### config.mk
export PLATFORM = sky130hd
export DESIGN_NAME = vectored_interrupt_controller
export DESIGN_NICKNAME = d
export VERILOG_FILES = /design/src/rtl/interrupt_pkg.sv /design/src/rtl/int_priority_encoder.sv /design/src/rtl/vectored_interrupt_controller.sv
export SDC_FILE = /design/constraint.sdc
export NUM_CORES = 1
export LEC_CHECK = 0
export CAP_MARGIN = 5
export CORE_MARGIN = 2
export CORE_UTILIZATION = 39
export CTS_BUF_LIST = sky130_fd_sc_hd__clkbuf_8 sky130_fd_sc_hd__clkbuf_16
export CTS_CLUSTER_SIZE = 8
export DETAILED_ROUTE_END_ITERATION = 12
export PLACE_DENSITY = 0.91
export SETUP_SLACK_MARGIN = 0.4
export SLEW_MARGIN = 0
export SYNTH_ARGS = -nofsm -noshare
export SYNTH_HDL_FRONTEND = slang
export SYNTH_SLANG_ARGS = --single-unit
### constraint.sdc
create_clock -name clock -period 2.6 [get_ports clock]
set_clock_uncertainty 0.15 [all_clocks]
set_input_delay 0.52 -clock clock [delete_from_list [all_inputs] [get_ports clock]]
set_output_delay 0.52 -clock clock [all_outputs]
set_load 0.05 [all_outputs]
### src/rtl/interrupt_pkg.sv
// Shared definitions for the vectored interrupt controller.
// Holds the dispatch FSM states, the hazard "taken" code and the GIE bit.
package interrupt_pkg;

    typedef enum logic [1:0] {
        IDLE = 2'd0,
        REQ  = 2'd1,
        SVC  = 2'd2
    } irq_state_e;

    localparam logic [3:0] HAZ_ACCEPT_DEFAULT = 4'b0010;
    localparam int         GIE_BIT            = 0;

endpackage

### src/rtl/int_priority_encoder.sv
// Fixed-priority encoder: the lowest set request index wins.
// Purely combinational; valid is low when no request is set.
module int_priority_encoder #(
    parameter int N     = 8,
    parameter int IDX_W = 3
) (
    input  logic [N-1:0]     req,
    output logic             valid,
    output logic [IDX_W-1:0] idx
);

    always_comb begin
        valid = |req;
        idx   = '0;
        // Scan downwards so the lowest set index is written last.
        for (int i = N - 1; i >= 0; i--) begin
            if (req[i]) idx = IDX_W'(i);
        end
    end

endmodule

### src/rtl/vectored_interrupt_controller.sv
// N-source vectored interrupt controller with edge/level pending state
// and a request/accept/return handshake towards the hazard unit.
module vectored_interrupt_controller
    import interrupt_pkg::*;
#(
    parameter int         NUM_SRC    = 8,
    parameter int         VEC_W      = 14,
    parameter int         VEC_BASE   = 0,
    parameter logic [3:0] HAZ_ACCEPT = HAZ_ACCEPT_DEFAULT
) (
    input  logic               clock,
    input  logic               nreset,
    input  logic [NUM_SRC-1:0] int_src,
    input  logic [3:0]         hazard_unit_state,
    input  logic               int_return,
    input  logic [7:0]         control_reg,
    input  logic [NUM_SRC-1:0] mask_reg,
    input  logic [NUM_SRC-1:0] mode_reg,
    input  logic [NUM_SRC-1:0] pend_clear,
    output logic               interrupt,
    output logic [VEC_W-1:0]   int_vec_addr,
    output logic [NUM_SRC-1:0] pending,
    output logic               in_service
);

    localparam int ID_W = (NUM_SRC > 1) ? $clog2(NUM_SRC) : 1;

    irq_state_e         state_q, state_d;
    logic [ID_W-1:0]    id_q, id_d;
    logic               irq_q, irq_d;
    logic [VEC_W-1:0]   vec_q, vec_d;
    logic [NUM_SRC-1:0] src_q, src_d;
    logic [NUM_SRC-1:0] pend_q, pend_d;

    logic               gie;
    logic               accept;
    logic [NUM_SRC-1:0] rise;
    logic [NUM_SRC-1:0] acc_bit;
    logic               win_valid;
    logic [ID_W-1:0]    win_idx;
    logic               unused_ctrl;

    assign gie         = control_reg[GIE_BIT];
    assign unused_ctrl = ^control_reg;
    assign rise        = int_src & ~src_q;
    assign src_d       = int_src;

    int_priority_encoder #(
        .N     (NUM_SRC),
        .IDX_W (ID_W)
    ) u_prio (
        .req   (pend_q & mask_reg),
        .valid (win_valid),
        .idx   (win_idx)
    );

    always_comb begin
        state_d = state_q;
        id_d    = id_q;
        irq_d   = irq_q;
        vec_d   = vec_q;
        accept  = 1'b0;
        unique case (state_q)
            IDLE: begin
                if (gie && win_valid) begin
                    state_d = REQ;
                    id_d    = win_idx;
                    irq_d   = 1'b1;
                    vec_d   = VEC_W'(VEC_BASE) + VEC_W'(win_idx) + VEC_W'(1);
                end
            end
            REQ: begin
                if (!gie) begin
                    state_d = IDLE;
                    irq_d   = 1'b0;
                    vec_d   = '0;
                end else if (hazard_unit_state == HAZ_ACCEPT) begin
                    state_d = SVC;
                    irq_d   = 1'b0;
                    vec_d   = '0;
                    accept  = 1'b1;
                end
            end
            SVC: begin
                if (int_return) state_d = IDLE;
            end
            default: begin
                state_d = IDLE;
                irq_d   = 1'b0;
                vec_d   = '0;
            end
        endcase
    end

    always_comb begin
        acc_bit = '0;
        pend_d  = '0;
        for (int i = 0; i < NUM_SRC; i++) begin
            acc_bit[i] = accept && (id_q == ID_W'(i));
            // Edge bits: a new rise beats any clear; level bits track the line.
            if (mode_reg[i]) begin
                pend_d[i] = rise[i] |
                            (pend_q[i] & ~pend_clear[i] & ~acc_bit[i]);
            end else begin
                pend_d[i] = int_src[i];
            end
        end
    end

    // src_q resets low, so a line already high at reset release
    // registers as a rise on the first clock; this is intended.
    always_ff @(posedge clock or negedge nreset) begin
        if (!nreset) begin
            state_q <= IDLE;
            id_q    <= '0;
            irq_q   <= 1'b0;
            vec_q   <= '0;
            src_q   <= '0;
            pend_q  <= '0;
        end else begin
            state_q <= state_d;
            id_q    <= id_d;
            irq_q   <= irq_d;
            vec_q   <= vec_d;
            src_q   <= src_d;
            pend_q  <= pend_d;
        end
    end

    assign interrupt    = irq_q;
    assign int_vec_addr = vec_q;
    assign pending      = pend_q;
    assign in_service   = (state_q == SVC);

endmodule

==> Word-level counts from Yosys, hierarchy flattened <==
Cells that the tools add are included.
{ "totals": {"reg_bits": 36, "input_bits": 47, "output_inout_bits": 24, "wordCells": 111} }
{ "classes": {"n_addsub": 1, "eq_ne": 13, "n_mux": 32, "bitwise": 44, "reduce_logical": 15} }
{ "ops": {"columns": ["op", "count"], "rows": [
  ["14-bit 2-to-1 mux", 3],
  ["14-bit one-hot mux with 3 select lines", 1],
  ["3-bit 2-to-1 mux", 8],
  ["1-bit NOT", 17],
  ["1-bit AND", 16],
  ["8-bit AND", 2],
  ["1-bit 2-to-1 mux", 14],
  ["3-bit == test (second input constant)", 4],
  ["1-bit logical AND", 9],
  ["2-bit 2-to-1 mux", 4],
  ["8-bit NOT", 1],
  ["1-bit bitwise OR", 8],
  ["8-bit OR reduction", 1],
  ["3-bit by 2-bit == test with 1-bit output (second input constant)", 2],
  ["2-bit one-hot mux with 3 select lines", 1],
  ["3-bit AND reduction", 2],
  ["3-bit by 1-bit adder with 4-bit output (second input constant)", 1],
  ["4-bit by 2-bit == test with 1-bit output (second input constant)", 1],
  ["2-bit != test (second input constant)", 2],
  ["3-bit by 1-bit == test with 1-bit output (second input constant)", 1],
  ["3-bit logical NOT", 1],
  ["3-bit != test (second input constant)", 1],
  ["1-bit one-hot mux with 3 select lines", 1],
  ["2-bit by 1-bit == test with 1-bit output (second input constant)", 1],
  ["other kinds (3)", 3]
]} }

==> Logic depth before layout (Yosys ltp) <==
{ "logic_depth": {"ltp_word": 12, "ltp_mapped": 8, "mapped_depth_nobuf": 8} }

==> Modules after synthesis <==
Synthesis repeated with hierarchy kept, for this count alone.
{ "hier_totals": {"hier_cells": 135, "area_unflattened_um2": 1373.8} }
{ "modules_own_cells": {"columns": ["module", "n_inst", "cells_per_inst", "area_each_um2", "seq_area_each_um2"], "rows": [
  ["vectored_interrupt_controller", 1, 122, 1292.5, 650.6],
  ["int_priority_encoder", 1, 13, 81.3, 0.0]
]} }

==> Worst setup path before layout <==
OpenSTA, ideal clock, no wires.
{ "synth_path": {"path_kind": "reg2reg", "from": "register pend_q[7] (netlist: pending[7])", "to": "register vec_q[1] (netlist: int_vec_addr[1])", "setup_time_ns": 0.124, "arrival_ns": 1.801, "t_required_ns": 2.326, "path_slack_ns": 0.525, "stages_incl_launch_ff": 7, "n_path_buf": 0, "synth_period_minus_slack_ns": 2.075, "cell_sequence": "dfrtp_1 > a22oi_1 > nor2_1 > o211a_1 > ha_1 > nor4b_1 > a211o_1"} }
{ "synth_between": {"elab_chain_cells": 12, "elab_cells_between_ends": 16, "cone_classes": "add/sub (1); eq/ne (1); mux (10); bitwise (1); reduce/logical (3)"} }
{ "synth_rtl": {"columns": ["element", "line_no", "rtl"], "rows": [
  ["start: declaration", "vectored_interrupt_controller.sv:33", "logic [NUM_SRC-1:0] pend_q, pend_d;"],
  ["start signal: assignment", "vectored_interrupt_controller.sv:126", "pend_q <= pend_d;"],
  ["8-bit AND", "vectored_interrupt_controller.sv:52", ".req (pend_q & mask_reg),"],
  ["3-bit 2-to-1 mux (8 in series)", "int_priority_encoder.sv:17", "if (req[i]) idx = IDX_W'(i);"],
  ["named net u_prio.idx[1]", "int_priority_encoder.sv:9", "output logic [IDX_W-1:0] idx"],
  ["3-bit by 1-bit adder with 4-bit output", "vectored_interrupt_controller.sv:69", "vec_d = VEC_W'(VEC_BASE) + VEC_W'(win_idx) + VEC_W'(1);"],
  ["14-bit 2-to-1 mux", "vectored_interrupt_controller.sv:65", "if (gie && win_valid) begin"],
  ["14-bit one-hot mux with 3 select lines", "vectored_interrupt_controller.sv:63", "unique case (state_q)"],
  ["end signal: assignment", "vectored_interrupt_controller.sv:124", "vec_q <= vec_d;"],
  ["end: declaration", "vectored_interrupt_controller.sv:31", "logic [VEC_W-1:0] vec_q, vec_d;"]
]} }
The timed path passes the listed nets, and every way through them passes these cells. The select of a mux whose other input is x is not followed.
A chain may end at the register's enable or synchronous reset.

==> Worst setup path in the final report <==
{ "layout_path": {"from": "input mask_reg[6]", "to": "register vec_q[1] (netlist: int_vec_addr[1])"} }
{ "layout_between": {"elab_chain_cells": 11, "elab_cells_between_ends": 15, "cone_classes": "add/sub (1); eq/ne (1); mux (9); bitwise (1); reduce/logical (3)"} }
{ "layout_rtl": {"columns": ["element", "line_no", "rtl"], "rows": [
  ["start: declaration", "vectored_interrupt_controller.sv:17", "input logic [NUM_SRC-1:0] mask_reg,"],
  ["8-bit AND", "vectored_interrupt_controller.sv:52", null],
  ["3-bit 2-to-1 mux (7 in series)", "int_priority_encoder.sv:17", null],
  ["named net u_prio.idx[0]", "int_priority_encoder.sv:9", null],
  ["3-bit by 1-bit adder with 4-bit output", "vectored_interrupt_controller.sv:69", null],
  ["14-bit 2-to-1 mux", "vectored_interrupt_controller.sv:65", null],
  ["14-bit one-hot mux with 3 select lines", "vectored_interrupt_controller.sv:63", null]
]} }
The timed path passes the listed nets, and every way through them passes these cells. The select of a mux whose other input is x is not followed.

==> reports/results.tsv <==
stage	metric	value	unit
drt	avgRoutedWirePerCell	13.3	um
synthesis	synth-seq-area-share	49.2	%
power	pwr_density_cell	575	nW/um2
sta	relSlewSlack	65.3	%
power	share_comb_of_total_power	32.2	%
critical_path	worst-endpoint-required	2.61	ns
power	netSwitchingPower	0.000392	W
sta	final_hold_fails	0	
min_path	worstHoldStart	interrupt$_DFFE_PN0P_	
drt	drt_wl_total	3160	um
critical_path	r2r_slack	0.69	ns
global_routing	initial_antenna_violation_count	0	
global_routing	globalRoute.totalOverflow	0	
sta	rsz0062_at_grt	true	
placement	dpl.hpwl	2410	um
power	static-leakage-power	0.905	nW
critical_path	worst_reg2reg_endpoint	int_vec_addr[1]$_DFFE_PN0P_	
drt	final_antenna_net_count	0	
floorplanning	fp.coreArea	3280	um2
sta	worst_slew_pin_slew	0.520	ns
critical_path	r2r-start	pending[7]$_DFF_PN0_	
clock_tree	htreeDepth	1	
critical_path	timing_worst_setup_path_type	in2reg	
clock_tree	clock_tree.root_cell	clkbuf_8	
global_routing	global_route_wire_length_before_repair	5160	um
synthesis	postSynth.asyncResetShare	100	%
clock_tree	post-cts-setup-buffers	0	
critical_path	timing.critical_path.slowest_stage_cell	clkdlybuf4s50_1	
clock_tree	cts_buffer_count	3	
critical_path	cp_max_fo	2	
sta	fin_worst_hold_slack	0.344	ns
global_routing	number_of_global_route_vias_before_repair	1147	
placement	place.detailed.instances	233	
synthesis	yosys.cell_types.count	35	
sta	sum_of_negative_setup_slack	0	ns
finish	num-nets-final	240	
synthesis	synth_area_leader_cell	dfrtp_1	
floorplanning	die-width	62.2	um
critical_path	worstSetupStartpointType	input pin	
power	power_frac_seq	44.5	%
critical_path	critPathMaxStageDelay	0.50	ns
synthesis	post_synthesis_sequential_element_count	26	
clock_tree	cts-hold-fix-buffers	0	
floorplanning	row_count	21	
drt	violation_count_after_the_first_detailed_routing_iteration	22	
finish	most_frequent_cells_in_the_layout	45 x clkdlybuf4s50_1, 35 x nand2_1, 26 x dfrtp_1	
min_path	hold_end	interrupt$_DFFE_PN0P_	
synthesis	postSynthAreaPerCell	9.87	um2
synthesis	synth.top_cell.area_share	49.2	%
placement	port_buffers	53	
drt	detailroute.via_count	1164	
floorplanning	die_height	62.2	um
finish	mostFrequentLayoutCell	clkdlybuf4s50_1	
sta	post-route-period-util	82.6	%
synthesis	postSynth.topFlopCell	dfrtp_1	
clock_tree	tritoncts	built	
finish	syn2layout_area_growth	48.7	%
synthesis	number_of_enable_type_register_cells_in_the_synthesized_netlist	0	
drt	firstDrtPassIters	4	
sta	final_period_minus_worst_setup_slack	2.15	ns
critical_path	cp_data_arrival_time	2.16	ns
sta	pins_over_slew_limit	0	
floorplanning	ioPinCount	71	
drt	routed_via_density	4.91	
clock_tree	path_clk_slew	0.09	ns
run	max-cap-violations	0	
critical_path	crit_chain	clkdlybuf4s50_1 > nand2_1 > a32oi_1 > o211ai_1 > ha_1 > nor4b_1 > a211o_1	
floorplanning	start_util	40.3	%
power	sw_frac_of_total	34.7	%
critical_path	ff2ff_path_depth	6	
floorplanning	design.die.area	3870	um2
clock_tree	clk_latency	0.27	ns
global_routing	grt_start_max_net_pins	27	
finish	antenna_cells_inserted	0	
min_path	holdPathStages	2	
synthesis	synthesis.area	1320	um2
finish	post_layout_nonfiller_instances	237	
clock_tree	cts_num_sinks	26	
power	ir_drop	0.260	mV
drt	drc_errors	0	
finish	final_layout_size_suffix_gt1_share	8.90	%
power	internal_power	0.000738	W
critical_path	crit_path_end_kind	flop	
global_routing	overall_fraction_of_global_route_tracks_in_use	16.5	%
clock_tree	max-clock-path-buffers	2	
outcome	run_status	complete, no violations	
synthesis	synth-warning-count	0	
sta	max_clock_freq	466	MHz
placement	gp_congestion	0.866	
min_path	worstHoldPathType	reg2reg	
synthesis	synthesis.instances	134	
synthesis	ys_top_cells_by_area	dfrtp_1 49%, nand2_1 9.9%, buf_4 5.7%	
sta	finalSetupViolations	0	
power	power_frac_clock	23.3	%
power groups by stage:
stage | logic [W] | clock network (W) | registers, W
detailed placement | 0.000359 | 0 | 0.000510
global placement | 0.000354 | 0 | 0.000506
global route | 0.000387 | 0.000282 | 0.000511
floorplan | 0.000146 | 0 | 0.000576
finish | 0.000364 | 0.000263 | 0.000503
CTS | 0.000362 | 0.000266 | 0.000502
kinds of logic (layout without fill, tap and decap cells):
| kind of cell | count (synthesis) | after routing | synth area share (%) |
|---|---|---|---|
| AO/OA/AOI/OAI | 27 | 27 | 15.2 |
| adder cells (fa/ha/maj) | 1 | 1 | 0.946 |
| buffers and inverters | 12 | 60 | 6.24 |
| flip-flops | 26 | 26 | 49.2 |
| multiplexers | 2 | 2 | 1.70 |
| other | 1 | 10 | 0.284 |
| AND/OR/NAND/NOR | 65 | 65 | 26.4 |
synthesized netlist by cell type, drive strengths merged, types with 2 or more instances:
master / number
a22oi: 2
a21oi: 3
nor3: 4
nand3: 5
nand2: 35
buf: 10
mux2: 2
nor2: 5
o31ai: 9
dfrtp: 26
a22o: 2
nand2b: 3
o21ai: 4
nand3b: 2
nor3b: 5
nor4b: 2
critical path: cells and delay by family:
| family | cells | cell delay (ns) |
|---|---|---|
| buffers and inverters | 1 | 0.50 |
| and+or+nand+nor | 2 | 0.20 |
| AOI/OAI and AO/OA | 3 | 0.64 |
| adders and majority gates | 1 | 0.30 |
worst max path at each step:
stage                              start                          end  cells after the start
floorplan           pending[7]$_DFF_PN0_  int_vec_addr[1]$_DFFE_PN0P_                      6
global placement             mask_reg[7]  int_vec_addr[1]$_DFFE_PN0P_                      7
finish                       mask_reg[6]  int_vec_addr[1]$_DFFE_PN0P_                      7
global route                 mask_reg[7]  int_vec_addr[1]$_DFFE_PN0P_                      7
detailed placement           mask_reg[7]  int_vec_addr[1]$_DFFE_PN0P_                      7
CTS                 pending[6]$_DFF_PN0_                   pending[6]                      1
repair_timing:
| item | CTS | global route |
|---|---|---|
| gates cloned | 0 | 0 |
| pin swaps | 0 | 0 |
| resized for setup | 3 | 9 |
| endpoints found under the setup margin | 1 | 11 |
sequential cells by signal, summed over array words and instances (netlist names):
register,cells
state_q,2
int_vec_addr,4
interrupt,1
pending,8
id_q,3
src_q,8
area by class of cell:
cell class | instances | area [um2]
Timing Repair Buffer | 55 | 564
Inverter | 1 | 3.75
Tap cell | 46 | 57.6
Sequential cell | 26 | 651
Clock buffer | 4 | 55.1
Fill cell | 292 | 1320
Multi-Input combinational cell | 105 | 636
through the flow:
step	area (um2)	power [W]	utilization, %	worst slack (ns)
2_1_floorplan	1360	0.000722	-	0.525
3_3_place_gp	1880	0.000859	57.3	0.138
3_5_place_dp	1880	0.000870	57.3	0.133
4_1_cts	1940	0.00113	59.0	0.402
5_1_grt	1970	0.00118	59.9	0.362
6_report	1970	0.00113	59.9	0.453
routing by layer:
layer	wire, um	up-vias	part of all wire [%]	global-route usage, %
met2	1640	31	52	29.2
li1	-	573	-	-
met4	38	0	1.2	4.17
met5	0	-	0	0
met3	159	5	5.0	3.80
met1	1330	555	42	20.4
Power figures use the tool's default switching activity.
